==> src/rtl/udm_uart_rx.sv <==
// UDM debug-channel UART receiver: 2-flop synchronized 8N1 deframer with 4-entry FWFT valid/ready FIFO.
// Byte visible the cycle after the stop-bit sample; a full FIFO without a pop drops the byte and sets sticky overflow.
module udm_uart_rx #(
  parameter int DIV_W      = 16,
  parameter int FIFO_DEPTH = 4
) (
  input  logic             clk_i,
  input  logic             arst_n_i,
  input  logic             rx_i,
  input  logic [DIV_W-1:0] div_i,
  output logic [7:0]       rx_data_o,
  output logic             rx_valid_o,
  input  logic             rx_ready_i,
  output logic             frame_err_o,
  output logic             overflow_o,
  input  logic             err_clr_i,
  output logic             busy_o
);

  localparam int AW = $clog2(FIFO_DEPTH);
  localparam logic [DIV_W-1:0] DIV_MIN = DIV_W'(4);
  localparam logic [DIV_W-1:0] ONE     = DIV_W'(1);

  typedef enum logic [1:0] {IDLE, START, DATA, STOP} state_t;

  state_t           state, state_nxt;
  logic             rx_meta, rx_s;
  logic [DIV_W-1:0] cnt, cnt_nxt;
  logic [DIV_W-1:0] div_eff, div_eff_nxt, div_clamp;
  logic [2:0]       bit_idx, bit_idx_nxt;
  logic [7:0]       shift_reg, shift_nxt;
  logic             push, bad_stop;

  logic [7:0]       mem [FIFO_DEPTH];
  logic [AW:0]      wr_ptr, rd_ptr;
  logic             pop, full, wr_en, ovf_set;

  always_ff @(posedge clk_i or negedge arst_n_i) begin
    if (!arst_n_i) begin
      rx_meta <= 1'b1;
      rx_s    <= 1'b1;
    end else begin
      rx_meta <= rx_i;
      rx_s    <= rx_meta;
    end
  end

  assign div_clamp = (div_i < DIV_MIN) ? DIV_MIN : div_i;

  always_comb begin
    state_nxt   = state;
    cnt_nxt     = cnt;
    div_eff_nxt = div_eff;
    bit_idx_nxt = bit_idx;
    shift_nxt   = shift_reg;
    push        = 1'b0;
    bad_stop    = 1'b0;
    case (state)
      IDLE: begin
        if (!rx_s) begin
          div_eff_nxt = div_clamp;
          cnt_nxt     = (div_clamp >> 1) - ONE;
          state_nxt   = START;
        end
      end
      START: begin
        cnt_nxt = cnt - ONE;
        if (cnt == '0) begin
          // A start bit that is high again at mid-bit is a line glitch.
          if (!rx_s) begin
            cnt_nxt     = div_eff - ONE;
            bit_idx_nxt = 3'd0;
            state_nxt   = DATA;
          end else begin
            state_nxt = IDLE;
          end
        end
      end
      DATA: begin
        cnt_nxt = cnt - ONE;
        if (cnt == '0) begin
          shift_nxt   = {rx_s, shift_reg[7:1]};
          cnt_nxt     = div_eff - ONE;
          bit_idx_nxt = bit_idx + 3'd1;
          if (bit_idx == 3'd7) state_nxt = STOP;
        end
      end
      STOP: begin
        cnt_nxt = cnt - ONE;
        if (cnt == '0) begin
          push      = rx_s;
          bad_stop  = !rx_s;
          state_nxt = IDLE;
        end
      end
      default: state_nxt = IDLE;
    endcase
  end

  always_ff @(posedge clk_i or negedge arst_n_i) begin
    if (!arst_n_i) begin
      state       <= IDLE;
      cnt         <= '0;
      div_eff     <= DIV_MIN;
      bit_idx     <= 3'd0;
      shift_reg   <= 8'h00;
      frame_err_o <= 1'b0;
    end else begin
      state       <= state_nxt;
      cnt         <= cnt_nxt;
      div_eff     <= div_eff_nxt;
      bit_idx     <= bit_idx_nxt;
      shift_reg   <= shift_nxt;
      frame_err_o <= bad_stop;
    end
  end

  assign busy_o = (state != IDLE);

  // Pointers carry one extra wrap bit so full and empty are distinguishable.
  assign rx_valid_o = (wr_ptr != rd_ptr);
  assign full       = (wr_ptr == {~rd_ptr[AW], rd_ptr[AW-1:0]});
  assign pop        = rx_valid_o & rx_ready_i;
  assign wr_en      = push & (~full | pop);
  assign ovf_set    = push & full & ~pop;
  assign rx_data_o  = mem[rd_ptr[AW-1:0]];

  always_ff @(posedge clk_i or negedge arst_n_i) begin
    if (!arst_n_i) begin
      for (int i = 0; i < FIFO_DEPTH; i++) mem[i] <= 8'h00;
      wr_ptr     <= '0;
      rd_ptr     <= '0;
      overflow_o <= 1'b0;
    end else begin
      if (wr_en) begin
        mem[wr_ptr[AW-1:0]] <= shift_reg;
        wr_ptr              <= wr_ptr + 1'b1;
      end
      if (pop) rd_ptr <= rd_ptr + 1'b1;
      if (ovf_set)        overflow_o <= 1'b1;
      else if (err_clr_i) overflow_o <= 1'b0;
    end
  end

endmodule
==> config.mk <==
export PLATFORM = sky130hd
export DESIGN_NAME = udm_uart_rx
export DESIGN_NICKNAME = d
export VERILOG_FILES = /design/src/rtl/udm_uart_rx.sv
export SDC_FILE = /design/constraint.sdc
export NUM_CORES = 1
export LEC_CHECK = 0
export ABC_AREA = 1
export CAP_MARGIN = 30
export CORE_MARGIN = 2
export CORE_UTILIZATION = 45
export DETAILED_ROUTE_END_ITERATION = 7
export SYNTH_ARGS = -nofsm -noshare
export SYNTH_HDL_FRONTEND = slang
export SYNTH_SLANG_ARGS = --single-unit
==> constraint.sdc <==
create_clock -name clk_i -period 2.2 [get_ports clk_i]
set_clock_uncertainty 0.05 [all_clocks]
set_input_delay 0.22 -clock clk_i [delete_from_list [all_inputs] [get_ports clk_i]]
set_output_delay 0.22 -clock clk_i [all_outputs]
set_load 0.01 [all_outputs]
==> results.cfg <==
[global_route]
grt_overflow = 0
grt_pass1_vias = 4226
grt_max_degree = 40
grt_util_all_layers_pct = 23.7
antenna_found_initial = 0
grt_pass1_wl_um = 21400

[outcome]
status = finished, final reports clean

[cts]
numCtsBuffers = 9
cts.clk_slew.worst_paths_ns = 0.09
htreeDepth = 3
clk_latency_ns = 0.39
cts_tree = built
clock_path_buffers = 2
clockRootBuffer = clkbuf_8
numClockSinks = 87

[worst_hold_path]
holdPathStages = 3
whs_endpoint = div_eff[5]$_DFFE_PN0P_
hold_path.class = input port to flop
min_from = div_i[5]

[floorplan]
die_h_um = 109
fp.dieW_um = 109
dieArea_um2 = 11900
initial_utilization_pct = 46.1
row_count = 38
core_um2 = 10800
ios = 33

[routing]
wl_um = 13100
drt-wirelength-per-cell_um = 15.2
drtAntennaViolNets = 0
drt-pass1-iter-count = 6
drt_iter0_drc = 322
vias = 4527
vias_per_cell = 5.26
drc = 0

[sta]
rsz0062_at_grt = yes
hold_violations = 0
finalSetupTns_ns = 0
drv_slew = 0
period_share_pct = 96.7
max_freq_mhz = 470
finalSetupViolations = 0
min_period_ns = 2.13
slew_headroom_pct = 64.1
worst_pin_slew_ns = 0.539

[placed_design]
gp_congestion = 0.898
dp_hpwl_um = 9770
place.port_buffers = 32

[final_layout]
top_register = mem
largest_register_ffs = 32
drive_gt1_share_pct = 15.7
antennaDiodeCount = 0
area_growth_pct = 20.6
top_regs = mem (32), cnt (16), div_eff (16)
fin_nets = 748

[synthesis]
syn_nets = 674
synth_area_leader_cell = dfrtp_1
synth_top_area_share_pct = 42.2
synth_area_leaders = dfrtp_1 (42%), nand2_1 (11%), nor2_1 (6.2%)
synth.avg_cell_area_um2 = 7.75
seq_area_frac_synth_pct = 43.8
postSynthCellCount = 642
syn_area_um2 = 4980
synth_seq_cells = 87
ys.warnings.count = 0
ys_types = 37

[worst_setup_path]
r2r_start = cnt[0]$_DFFE_PN0P_
crit_path_end_kind = output pin
crit_path_start_kind = flop
cp.required_ns = 1.93
crit_fanout = 16
reg2reg_to = mem[19]$_DFFE_PN0P_
reg2reg_depth = 10
reg2reg_setup_slack_ns = 0.22
worst-setup-path-type = flop to output pin
crit_arrival_ns = 1.86

[power_and_ir_drop]
switching_share_pct = 43.0
p_per_area_nw_per_um2 = 1040
p_leak_nw = 2.84
seqPwrFrac_pct = 37.2
pwr-share-clk_pct = 18.5
comb_power_share_pct = 44.4
p_int_mw = 3.57
fin_total_pwr_mw = 6.26
power_switching_mw = 2.69
ir_worst_vdd_mv = 0.698

[run]
cap_violations = 0
[critical path, stage by stage, from the launching register on]
cell,delay (ns)
dfrtp_2,0.45
buf_6,0.20
o21ai_0,0.10
o22ai_1,0.16
clkdlybuf4s50_1,0.56
[Yosys cell counts]
| cell type | count |
|---|---|
| o211ai_1 | 5 |
| nand2_2 | 2 |
| or2_2 | 1 |
| nor2_2 | 4 |
| nand3_1 | 41 |
| inv_1 | 59 |
| buf_4 | 1 |
| o22ai_1 | 9 |
| clkbuf_1 | 7 |
| ha_1 | 11 |
| o21ai_0 | 52 |
| nand2_1 | 145 |
| o21ai_2 | 8 |
| nor2_4 | 2 |
| nand3b_1 | 2 |
| nor2_1 | 82 |
| a21oi_1 | 15 |
| o21ai_1 | 33 |
| o31ai_1 | 2 |
| nor3_4 | 2 |
| a21oi_2 | 1 |
| nor3_1 | 7 |
| nand4_1 | 10 |
| a22oi_1 | 2 |
| nor3_2 | 1 |
| dfrtp_1 | 84 |
| dfstp_2 | 3 |
| nand2_4 | 4 |
| buf_2 | 4 |
| clkinv_2 | 1 |
| o221ai_1 | 1 |
| inv_2 | 6 |
| nand3_2 | 1 |
| xnor2_1 | 8 |
| xor2_1 | 20 |
| buf_6 | 4 |
| a32o_1 | 2 |
[metrics by stage]
stage / setup slack (ns) / util [%] / area (um2) / instances / hold slack, ns
floorplan: 0.130 / - / 4980 / 642 / -0.126
global placement: -0.308 / 52.8 / 5690 / 841 / 0.174
detailed placement: -0.382 / 52.8 / 5690 / 841 / 0.189
CTS: 0.0208 / 54.7 / 5910 / 858 / 0.168
global route: -0.0481 / 55.6 / 6000 / 861 / 0.140
finish: 0.0721 / 55.6 / 6000 / 861 / 0.126
[worst max-delay path by stage]
| stage | to | slack, ns | from | cells after the start |
|---|---|---|---|---|
| CTS | mem[19]$_DFFE_PN0P_ | 0.02 | cnt[0]$_DFFE_PN0P_ | 9 |
| global route | rx_valid_o | -0.05 | rd_ptr[1]$_DFFE_PN0P_ | 4 |
| detailed placement | cnt[12]$_DFFE_PN0P_ | -0.38 | div_i[12] | 17 |
| finish | rx_data_o[6] | 0.07 | rd_ptr[0]$_DFFE_PN0P_ | 4 |
| floorplan | cnt[8]$_DFFE_PN0P_ | 0.13 | div_i[12] | 14 |
| global placement | cnt[12]$_DFFE_PN0P_ | -0.31 | div_i[12] | 17 |
[logic make-up after synthesis]
logic type	after synthesis	synth area share, %
compound gates	130	14.7
xor+xnor	28	4.93
fa+ha+maj	11	2.77
buf+inv	82	6.99
flops	87	43.8
simple gates	304	26.8
[per-layer routing]
metal  GRT usage, %  vias up  part of all wire (%)
li1               -     2247                     -
met1           35.2     2150                    50
met2           34.6      114                    43
met3           4.36       16                   5.9
met4           8.05        0                   1.3
met5              0        -                     0
[timing repair]
action | in CTS | in global routing
endpoints found under the setup margin | 6 | 45
hold buffers | 1 | 0
endpoints found under the hold margin | 36 | 0
setup buffers | 0 | 3
pin swaps | 0 | 9
resized for setup | 3 | 23
[cells in the final DEF, fill, tap and decap left out, types with 2 or more instances in the layout]
master           Yosys  layout
dfstp_2              3       3
buf_4                1      45
a32o_1               2       2
nor3_2               1       2
xnor2_1              8       8
nor2_2               4      12
nand3_2              1       2
inv_6                0       3
dfrtp_1             84      83
dlymetal6s2s_1       0       7
ha_1                11      11
nor2_1              82      74
nor3_4               2       2
clkdlybuf4s50_1      0      24
inv_1               59      59
clkinv_2             1       2
o22ai_1              9       9
a21oi_1             15      15
o21ai_2              8       8
nand3_1             41      40
o211ai_1             5       5
inv_2                6       5
nand3b_1             2       2
nand4_1             10      10
clkbuf_8             0       9
o21ai_0             52      51
xor2_1              20      20
nand2_2              2       6
o21ai_1             33      34
nand2_4              4       4
a22oi_1              2       2
nand2_1            145     141
nor3_1               7       6
nor2_4               2       2
o31ai_1              2       2
[power by group through the flow]
stage,Sequential (mW),Combinational [mW],Clock (mW)
floorplan,2.21,1.84,0
global placement,2.33,2.71,0
detailed placement,2.33,2.75,0
CTS,2.31,2.77,1.19
global route,2.37,3.11,1.25
finish,2.33,2.78,1.16
[final cells by class]
class / count / area (um2)
Timing Repair Buffer: 79 / 707
Inverter: 66 / 254
Multi-Input combinational cell: 473 / 2490
Clock buffer: 10 / 128
Clock inverter: 6 / 68.8
Tap cell: 140 / 175
Fill cell: 1036 / 4790
Sequential cell: 87 / 2180
(Power assumes the default switching activity.)
